### src/rtl/branch_resolve_ctrl_if.sv
// Bundles the signals between the branch resolve controller and the fetch/exec pipeline and the predictor.
// Latency: none, this is wiring only.
// Backpressure: only the update channel is throttled (upd_valid/upd_ready); all other signals are unthrottled.
// Ports: stall, f_* (fetch prediction), x_* (exec outcome) and upd_ready are controller inputs.
//        redirect_*, flush, upd_* (queue head) and the two counters are controller outputs.
interface branch_resolve_ctrl_if #(
    parameter int CNT_W = 16
);
    logic             stall;
    logic             f_valid;
    logic [31:0]      f_pc;
    logic             f_pred_taken;
    logic [31:0]      f_pred_addr;
    logic             x_resolve;
    logic             x_taken;
    logic [31:0]      x_target;
    logic             redirect_valid;
    logic [31:0]      redirect_pc;
    logic             flush;
    logic             upd_valid;
    logic             upd_ready;
    logic [31:0]      upd_pc;
    logic             upd_taken;
    logic [31:0]      upd_target;
    logic [CNT_W-1:0] mispredict_cnt;
    logic [CNT_W-1:0] drop_cnt;

    // Pipeline / predictor side.
    modport master (
        output stall, f_valid, f_pc, f_pred_taken, f_pred_addr,
        output x_resolve, x_taken, x_target, upd_ready,
        input  redirect_valid, redirect_pc, flush,
        input  upd_valid, upd_pc, upd_taken, upd_target,
        input  mispredict_cnt, drop_cnt
    );

    // Controller side.
    modport slave (
        input  stall, f_valid, f_pc, f_pred_taken, f_pred_addr,
        input  x_resolve, x_taken, x_target, upd_ready,
        output redirect_valid, redirect_pc, flush,
        output upd_valid, upd_pc, upd_taken, upd_target,
        output mispredict_cnt, drop_cnt
    );
endinterface

### src/rtl/branch_resolve_ctrl.sv
// Tracks fetch predictions through D/X, checks them against exec, redirects/flushes on mispredict, queues predictor updates.
// Latency: fetch capture to X slot takes 2 unstalled cycles; resolve to redirect pulse takes 1 cycle; push to upd_valid takes 1 cycle.
// Backpressure: the update queue absorbs upd_ready stalls, and a push into a full queue with no pop is dropped and counted; exec is never stalled.
// Ports: clk, rst (sync, active-high); bus = slave side of branch_resolve_ctrl_if.
module branch_resolve_ctrl #(
    parameter int FIFO_DEPTH   = 4,
    parameter int FLUSH_CYCLES = 2,
    parameter int CNT_W        = 16
) (
    input  logic                  clk,
    input  logic                  rst,
    branch_resolve_ctrl_if.slave  bus
);
    localparam int AW = (FIFO_DEPTH > 1) ? $clog2(FIFO_DEPTH) : 1;
    localparam int CW = AW + 1;
    localparam int FW = (FLUSH_CYCLES > 1) ? $clog2(FLUSH_CYCLES) : 1;

    typedef struct packed {
        logic        v;
        logic [31:0] pc;
        logic        pred_taken;
        logic [31:0] pred_addr;
    } slot_t;

    typedef struct packed {
        logic [31:0] pc;
        logic        taken;
        logic [31:0] target;
    } upd_t;

    typedef enum logic {RUN, FLUSH} state_t;

    state_t            state_q, state_d;
    logic [FW-1:0]     fcnt_q, fcnt_d;
    slot_t             d_q, x_q;
    logic              flush_s;
    logic              resolve;
    logic              mispredict;
    logic              redirect_valid_q;
    logic [31:0]       redirect_pc_q;
    logic [CNT_W-1:0]  mis_cnt_q, drop_cnt_q;

    upd_t              mem [FIFO_DEPTH];
    logic [AW-1:0]     rd_q, wr_q;
    logic [CW-1:0]     cnt_q;
    logic              empty, full, pop, push_ok, drop;
    upd_t              head;

    // Resolution only counts in RUN with a live X slot; during FLUSH the X slot holds wrong-path work.
    assign resolve    = bus.x_resolve && x_q.v && (state_q == RUN);
    assign mispredict = resolve &&
                        ((x_q.pred_taken != bus.x_taken) ||
                         (bus.x_taken && (x_q.pred_addr != bus.x_target)));

    // FSM: the flush window starts with the redirect pulse and lasts FLUSH_CYCLES cycles regardless of stall.
    always_ff @(posedge clk) begin
        if (rst) begin
            state_q <= RUN;
            fcnt_q  <= '0;
        end else begin
            state_q <= state_d;
            fcnt_q  <= fcnt_d;
        end
    end

    always_comb begin
        state_d = state_q;
        fcnt_d  = fcnt_q;
        flush_s = 1'b0;
        case (state_q)
            RUN: begin
                if (mispredict) begin
                    state_d = FLUSH;
                    fcnt_d  = FW'(FLUSH_CYCLES - 1);
                end
            end
            FLUSH: begin
                flush_s = 1'b1;
                if (fcnt_q == '0) begin
                    state_d = RUN;
                end else begin
                    fcnt_d = fcnt_q - FW'(1);
                end
            end
            default: state_d = RUN;
        endcase
    end

    // Tracking slots: flush kills valid bits even while stalled, so wrong-path work cannot survive a stall.
    always_ff @(posedge clk) begin
        if (rst) begin
            d_q <= '0;
            x_q <= '0;
        end else if (flush_s) begin
            d_q.v <= 1'b0;
            x_q.v <= 1'b0;
        end else if (!bus.stall) begin
            d_q <= '{v: bus.f_valid, pc: bus.f_pc, pred_taken: bus.f_pred_taken, pred_addr: bus.f_pred_addr};
            x_q <= d_q;
        end
    end

    // Redirect pulse and corrected PC; the fall-through add wraps at 2^32 naturally.
    always_ff @(posedge clk) begin
        if (rst) begin
            redirect_valid_q <= 1'b0;
            redirect_pc_q    <= '0;
        end else begin
            redirect_valid_q <= mispredict;
            if (mispredict) begin
                redirect_pc_q <= bus.x_taken ? bus.x_target : (x_q.pc + 32'd4);
            end
        end
    end

    // Update queue. A pop in the same cycle frees the slot, so full+push+pop is not a drop.
    assign empty   = (cnt_q == '0);
    assign full    = (cnt_q == CW'(FIFO_DEPTH));
    assign pop     = !empty && bus.upd_ready;
    assign push_ok = resolve && (!full || pop);
    assign drop    = resolve && full && !pop;
    assign head    = mem[rd_q];

    always_ff @(posedge clk) begin
        if (push_ok) begin
            mem[wr_q] <= '{pc: x_q.pc, taken: bus.x_taken, target: bus.x_target};
        end
    end

    always_ff @(posedge clk) begin
        if (rst) begin
            rd_q  <= '0;
            wr_q  <= '0;
            cnt_q <= '0;
        end else begin
            if (push_ok) wr_q <= wr_q + AW'(1);
            if (pop)     rd_q <= rd_q + AW'(1);
            case ({push_ok, pop})
                2'b10:   cnt_q <= cnt_q + CW'(1);
                2'b01:   cnt_q <= cnt_q - CW'(1);
                default: cnt_q <= cnt_q;
            endcase
        end
    end

    // Saturating event counters.
    always_ff @(posedge clk) begin
        if (rst) begin
            mis_cnt_q  <= '0;
            drop_cnt_q <= '0;
        end else begin
            if (mispredict && (mis_cnt_q != '1)) mis_cnt_q  <= mis_cnt_q + CNT_W'(1);
            if (drop && (drop_cnt_q != '1))      drop_cnt_q <= drop_cnt_q + CNT_W'(1);
        end
    end

    assign bus.redirect_valid = redirect_valid_q;
    assign bus.redirect_pc    = redirect_pc_q;
    assign bus.flush          = flush_s;
    assign bus.upd_valid      = !empty;
    // Head fields read as zero when empty so stale storage never shows on the bus.
    assign bus.upd_pc         = empty ? 32'd0 : head.pc;
    assign bus.upd_taken      = empty ? 1'b0  : head.taken;
    assign bus.upd_target     = empty ? 32'd0 : head.target;
    assign bus.mispredict_cnt = mis_cnt_q;
    assign bus.drop_cnt       = drop_cnt_q;
endmodule
### src/flat_wrapper.sv
// flat-port wrapper written by rule: the top's interface ports become plain ports
module branch_resolve_ctrl_flat 
#(
    parameter int FIFO_DEPTH   = 4,
    parameter int FLUSH_CYCLES = 2,
    parameter int CNT_W        = 16
)
  (clk, rst, bus_stall, bus_f_valid, bus_f_pc, bus_f_pred_taken, bus_f_pred_addr, bus_x_resolve, bus_x_taken, bus_x_target, bus_upd_ready, bus_redirect_valid, bus_redirect_pc, bus_flush, bus_upd_valid, bus_upd_pc, bus_upd_taken, bus_upd_target, bus_mispredict_cnt, bus_drop_cnt);
  branch_resolve_ctrl_if #(.CNT_W(CNT_W)) bus_i ();
  input  logic clk;
  input  logic rst;
  input wire logic [$bits(bus_i.stall)-1:0] bus_stall;
  input wire logic [$bits(bus_i.f_valid)-1:0] bus_f_valid;
  input wire logic [$bits(bus_i.f_pc)-1:0] bus_f_pc;
  input wire logic [$bits(bus_i.f_pred_taken)-1:0] bus_f_pred_taken;
  input wire logic [$bits(bus_i.f_pred_addr)-1:0] bus_f_pred_addr;
  input wire logic [$bits(bus_i.x_resolve)-1:0] bus_x_resolve;
  input wire logic [$bits(bus_i.x_taken)-1:0] bus_x_taken;
  input wire logic [$bits(bus_i.x_target)-1:0] bus_x_target;
  input wire logic [$bits(bus_i.upd_ready)-1:0] bus_upd_ready;
  output wire logic [$bits(bus_i.redirect_valid)-1:0] bus_redirect_valid;
  output wire logic [$bits(bus_i.redirect_pc)-1:0] bus_redirect_pc;
  output wire logic [$bits(bus_i.flush)-1:0] bus_flush;
  output wire logic [$bits(bus_i.upd_valid)-1:0] bus_upd_valid;
  output wire logic [$bits(bus_i.upd_pc)-1:0] bus_upd_pc;
  output wire logic [$bits(bus_i.upd_taken)-1:0] bus_upd_taken;
  output wire logic [$bits(bus_i.upd_target)-1:0] bus_upd_target;
  output wire logic [$bits(bus_i.mispredict_cnt)-1:0] bus_mispredict_cnt;
  output wire logic [$bits(bus_i.drop_cnt)-1:0] bus_drop_cnt;
  assign bus_i.stall = bus_stall;
  assign bus_i.f_valid = bus_f_valid;
  assign bus_i.f_pc = bus_f_pc;
  assign bus_i.f_pred_taken = bus_f_pred_taken;
  assign bus_i.f_pred_addr = bus_f_pred_addr;
  assign bus_i.x_resolve = bus_x_resolve;
  assign bus_i.x_taken = bus_x_taken;
  assign bus_i.x_target = bus_x_target;
  assign bus_i.upd_ready = bus_upd_ready;
  assign bus_redirect_valid = bus_i.redirect_valid;
  assign bus_redirect_pc = bus_i.redirect_pc;
  assign bus_flush = bus_i.flush;
  assign bus_upd_valid = bus_i.upd_valid;
  assign bus_upd_pc = bus_i.upd_pc;
  assign bus_upd_taken = bus_i.upd_taken;
  assign bus_upd_target = bus_i.upd_target;
  assign bus_mispredict_cnt = bus_i.mispredict_cnt;
  assign bus_drop_cnt = bus_i.drop_cnt;
  branch_resolve_ctrl #(.FIFO_DEPTH(FIFO_DEPTH), .FLUSH_CYCLES(FLUSH_CYCLES), .CNT_W(CNT_W)) u_core (.clk(clk), .rst(rst), .bus(bus_i));
endmodule
### config.mk
export PLATFORM = sky130hd
export DESIGN_NAME = branch_resolve_ctrl_flat
export DESIGN_NICKNAME = d
export VERILOG_FILES = /design/src/rtl/branch_resolve_ctrl_if.sv /design/src/rtl/branch_resolve_ctrl.sv /design/src/flat_wrapper.sv
export SDC_FILE = /design/constraint.sdc
export NUM_CORES = 1
export LEC_CHECK = 0
export CAP_MARGIN = 20
export CORE_MARGIN = 2
export CORE_UTILIZATION = 45
export CTS_CLUSTER_DIAMETER = 80
export CTS_CLUSTER_SIZE = 8
export DETAILED_ROUTE_END_ITERATION = 8
export PLACE_DENSITY = 0.72
export REMOVE_ABC_BUFFERS = 1
export SYNTH_ARGS = -nofsm -noshare
export SYNTH_HDL_FRONTEND = slang
export SYNTH_SLANG_ARGS = --single-unit
### constraint.sdc
create_clock -name clk -period 4.5 [get_ports clk]
set_input_delay 0.9 -clock clk [delete_from_list [all_inputs] [get_ports clk]]
set_output_delay 0.9 -clock clk [all_outputs]
set_load 0.005 [all_outputs]
# Yosys cells after proc, flatten, opt, wreduce, memory -nomap -nowiden
# Memory sizes are Yosys's and may differ from the RTL's. A register that Yosys moved wholly into a read port is not among the register bits.
# Cells that the tools add are included.
op_classes:
  add_sub_neg: 8
  eq_ne: 8
  n_mux: 16
  n_bitwise: 3
  reduce_logical: 19
ops:
  columns: ["op", "n"]
  rows:
  - ["2-to-1 mux 32 bit", 3]
  - ["adder 16 x 1 -> 16 bit, second input constant", 2]
  - ["adder 32 x 3 -> 32 bit, second input constant", 1]
  - ["inequality test 16 bit, second input constant", 2]
  - ["inequality test 32 bit", 1]
  - ["logical AND 1 bit", 10]
  - ["2-to-1 mux 1 bit", 8]
  - ["case mux 3 bit (2 select lines)", 1]
  - ["adder 2 x 1 -> 2 bit, second input constant", 2]
  - ["2-to-1 mux 2 bit", 2]
  - ["case mux 1 bit (2 select lines)", 2]
  - ["adder 3 x 1 -> 3 bit, second input constant", 1]
  - ["equality test 3 bit, second input constant", 1]
  - ["logical NOT 1 bit", 3]
  - ["logical NOT 3 bit", 1]
  - ["inverter 1 bit", 3]
  - ["subtractor 3 x 1 -> 3 bit, second input constant", 1]
  - ["equality test 2 x 1 -> 1 bit, second input constant", 1]
  - ["equality test 2 bit, second input constant", 1]
  - ["logical OR 1 bit", 2]
  - ["inequality test 2 x 1 -> 1 bit, second input constant", 1]
  - ["AND reduction 2 bit", 1]
  - ["nonzero test 2 bit", 1]
  - ["OR reduction 2 bit", 1]
  - ["2 further kinds", 2]
totals:
  ff_bits: 206
  ramBits: 260
  in_bits: 104
  output_inout_bits: 132
  wordCells: 72
  mem_count: 1
mem_list:
  columns: ["memory", "words", "word_bits", "rd", "rd_clocked_by_memory_dff", "write_ports", "line", "text"]
  rows:
  - ["u_core.mem", 4, 65, 1, 1, 1, "branch_resolve_ctrl.sv:43", "upd_t mem [FIFO_DEPTH];"]

# Longest topological paths before layout
depth:
  depth_word: 7
  mapped_depth: 10
  ltp_nobuf: 7

# Worst setup path after synthesis
# OpenSTA, ideal clock, no wires.
synth_path:
  kind: "in2reg"
  start: "input port bus_x_resolve"
  end: "memory u_core.mem[0][0] (netlist bit), enable pin"
  setup_time_ps: 430
  t_arrival_ps: 3017
  required_time_ps: 4070
  slack_ps: 1053
  path_stages: 3
  n_path_buf: 0
  cell_sequence: "nand3b_1 nor2_1 and2_1"
synth_between:
  elab_chain_cells: 5
synth_lines:
  columns: ["element", "line", "text"]
  rows:
  - ["start, declared", "flat_wrapper.sv:17", "input wire logic [$bits(bus_i.x_resolve)-1:0] bus_x_resolve;"]
  - ["logical AND 1 bit (2 in a row)", "branch_resolve_ctrl.sv:50", "assign resolve = bus.x_resolve && x_q.v && (state_q == RUN);"]
  - ["logical AND 1 bit", "branch_resolve_ctrl.sv:120", "assign push_ok = resolve && (!full || pop);"]
  - ["2-to-1 mux 1 bit", "branch_resolve_ctrl.sv:125", "if (push_ok) begin"]
  - ["2-to-1 mux 1 bit (implied by the code)", "branch_resolve_ctrl.sv:126", "mem[wr_q] <= '{pc: x_q.pc, taken: bus.x_taken, target: bus.x_target};"]
  - ["end, declared", "branch_resolve_ctrl.sv:43", null]
# No other way between the ends.

==> flow_summary.ini <==
[run_status]
status = completed

[timing]
rsz0062_at_grt = no
setup_tns_ns = 0
finalHoldViolCount = 0
slew_viol_final = 0
relSlewSlack_pct = 30.3
period_share_pct = 86.3
period_needed_ns = 3.89
fin_ws_ns = 0.614
max_freq_mhz = 257
setup_viol = 0
worstMarginPinSlew_ns = 1.05
skew_ns = 0.0244

[yosys]
synth_compound_area_share_pct = 8.53
synth_top_family_by_area = simple AND/OR/NAND/NOR gates
postSynth.asyncResetShare_pct = 0
yosysWarningCount = 0
ys_ff_latch = 468
synth.mux.area_fraction_pct = 8.40
synthXorXnorAreaFrac_pct = 3.36
synth_cell_type_count = 67
netlist_area_mm2 = 0.0190
avgSynthCellArea_um2 = 12.2
ys.flop_type = edfxtp_1
synth_edf_count = 260
synth.yosys.seq_area_share_pct = 62.9
synth-adder-area-share_pct = 0.565
synth_simple_gate_area_share_pct = 13.7
netlist_instances = 1560

[routing]
route.met3.wl_mm = 4.24
drt-initial-drc-count = 1027
drt-total-wl_mm = 50.0
drc = 0
wl_met1_mm = 20.8
met2WireLength_mm = 23.7
vias_per_cell = 5.54
topRoutingLayerUsed = met5
vias = 13200
ant_nets = 0
routedWlPerCell_um = 21.1
drtPass1Iterations = 5

[global_route]
grt_max_degree = 131
track_usage_pct = 23.0
first_global_vias = 13300
antenna_found_initial = 1
grt_pass1_wl_mm = 77.2
grt_overflow = 0

[clock_tree]
htree_num_levels = 3
clk_latency_ns = 0.58
clk_pin_slew_worst_paths_ns = 0.05
post_cts_resize_count = 0
clockRootBuffer = clkbuf_16
cts_buffers = 68
cts_setup_buffers = 0
clockBufferDepth = 3
cts_hold_buf = 0
cts_tree = yes
cts_sinks = 468

[die]
core_area_mm2 = 0.0419
die-area_mm2 = 0.0440
fp.dieH_um = 210
start_util_pct = 45.5
die_x_um = 210
row_count = 75
ios = 236

[setup_path]
slowest_delay_ns = 0.77
crit_required_ns = 3.60
worstPathMaxFanout = 28
cp_top_family = buffers and inverters
cp_num_buf_inv = 2
crit_slowest_cell = dfxtp_4
critPathKind = flip-flop to primary output
crit_chain = buf_4 > mux4_2 > and2_1 > clkdlybuf4s50_1
arrival_ns = 2.99
cp-end-kind = primary output
cp-start-kind = flip-flop

[min_path]
hold_class = flip-flop to flip-flop

[pwr]
worst_ir_drop_vdd_uv = 238
p_leak_nw = 7.92
powerDensity_mw_per_mm2 = 410

[finish]
fillers = 3465
drive_gt1_share_pct = 10.6
syn2layout_area_growth_pct = 25.6
nNetsFinal = 1895
layoutNonFillerInstCount = 2375
diodes = 0

[placement]
place.gp.congestion = 0.818
pre_cts_ws_ns = 0.653
hpwl_mm = 32.2
dp_cells = 2252
io_buffers = 235

[run]
maxCapViolCount = 0
==> layout by cell type (no fill, tap or decap), types with 4 or more instances in the layout <==
cell / synthesis / routed
and3_1: 12 / 12
nand2_1: 297 / 297
ha_1: 7 / 7
buf_12: 0 / 8
xnor2_1: 43 / 43
inv_1: 9 / 9
o21ai_0: 47 / 47
nor2b_1: 6 / 6
edfxtp_1: 260 / 260
clkbuf_1: 77 / 47
mux4_2: 65 / 65
nand4_1: 20 / 20
mux2_1: 4 / 4
nand3_1: 29 / 29
dfxtp_1: 208 / 206
nor2_1: 46 / 44
clkdlybuf4s50_1: 0 / 234
and2_4: 0 / 4
o2111ai_1: 11 / 11
a311oi_1: 5 / 5
and4_1: 7 / 7
and2_1: 74 / 70
xor2_1: 30 / 30
a211o_1: 10 / 10
mux2i_1: 9 / 9
a21oi_1: 170 / 170
nor4_1: 7 / 7
o211ai_1: 10 / 10
clkbuf_16: 0 / 72
nor3_1: 9 / 9
o21a_1: 5 / 5
or3_1: 9 / 8
buf_4: 3 / 14
==> final timing paths <==
path / start / to / slack, ns / cells after the start
worst max-delay path: flip-flop / bus_upd_target[9] / 0.61 / 4
worst min-delay path: u_core.d_q[19] / u_core.x_q[19] / 0.44 / 2
worst max register to register: u_core.x_q[11] / u_core.bus.redirect_pc[28] / 1.75 / 7
worst min register to register: u_core.d_q[19] / u_core.x_q[19] / 0.44 / 2
==> state kept, by name (all words and copies together), names as in the netlist, named ones only <==
signal / cells
u_core.bus.mispredict_cnt: 16
u_core.d_q: 66
u_core.wr_q: 2
u_core.bus.drop_cnt: 16
u_core.fcnt_q: 1
u_core.bus.redirect_pc: 32
u_core.bus.redirect_valid: 1
u_core.mem: 260
u_core.state_q: 1
u_core.x_q: 66
u_core.cnt_q: 3
u_core.rd_q: 2
==> metrics by stage <==
step / instance area [um^2] / power, W / hold WS (ns) / utilization [%]
final: 23900 / 0.00981 / 0.445 / 57.2
after global routing: 23900 / 0.0101 / 0.465 / 57.2
after CTS: 23900 / 0.00989 / 0.447 / 57.2
after detailed placement: 21900 / 0.00511 / 0.441 / 52.3
after global placement: 21900 / 0.00510 / 0.436 / 52.3
after floorplan: 18600 / 0.00486 / 0.426 / -
==> tightest hold or removal path: stages, from the launching register on <==
cell and delay [ns]:
dfxtp_1 0.31, nand2_1 0.05, a21oi_1 0.05
==> power by group <==
group          switching, W  total [W]  internal (W)
Clock               0.00181    0.00478       0.00297
Combinational      0.000218   0.000401      0.000183
Sequential        0.0000556    0.00463       0.00457
Total               0.00208    0.00981       0.00772
==> routing by layer <==
metal | vias up | GRT usage, %
li1 | 6090 | -
met1 | 6507 | 30.5
met2 | 484 | 36.5
met3 | 70 | 6.34
met4 | 2 | 7.87
met5 | - | 0
==> layout make-up <==
type | instances | area [um^2] | area share [%]
Tap cell | 539 | 674 | 2.82
Sequential cell | 468 | 12000 | 50.1
Timing Repair Buffer | 257 | 2620 | 10.9
Multi-Input combinational cell | 978 | 6600 | 27.6
Inverter | 10 | 37.5 | 0.157
Clock buffer | 119 | 1980 | 8.27
Clock inverter | 4 | 46.3 | 0.193
==> synthesized netlist by cell type, types with 2 or more instances <==
cell	number	share of area [%]
edfxtp_1	260	41
o21ai_0	47	1.2
nand3b_1	2	0.079
inv_1	9	0.18
and3_1	12	0.39
clkbuf_1	77	1.5
nand2b_1	3	0.099
nand4_1	20	0.66
nor4_1	7	0.23
nor2_1	46	0.91
or2_2	4	0.13
a31oi_1	2	0.066
o21a_1	5	0.20
nand2_1	297	5.9
and2_1	74	2.4
ha_1	7	0.46
a21oi_1	170	4.5
mux2_1	4	0.24
o2111ai_1	11	0.51
mux2i_1	9	0.47
o31ai_1	3	0.12
nor3_1	9	0.24
a21boi_0	2	0.079
nand3_1	29	0.76
a211oi_1	3	0.12
buf_1	4	0.079
dfxtp_1	208	22
mux4_2	65	7.7
buf_2	13	0.34
and4_1	7	0.32
nor3b_1	2	0.079
nor2b_1	6	0.20
xnor2_1	43	2.0
xor2_1	30	1.4
a311oi_1	5	0.23
or3_1	9	0.30
buf_6	4	0.24
a211o_1	10	0.46
o211ai_1	10	0.39
nand4_2	3	0.20
buf_4	3	0.12
==> kinds of logic (layout without fill, tap and decap cells) <==
family	count (synthesis)	in the layout
xor gates and xnor gates	73	73
AOI/OAI and AO/OA	278	278
DFF	468	468
buffers and inverters	114	390
muxes	78	78
adders and majority gates	8	8
and+or+nand+nor	541	541
No activity file was read; power rests on OpenSTA's default activity.
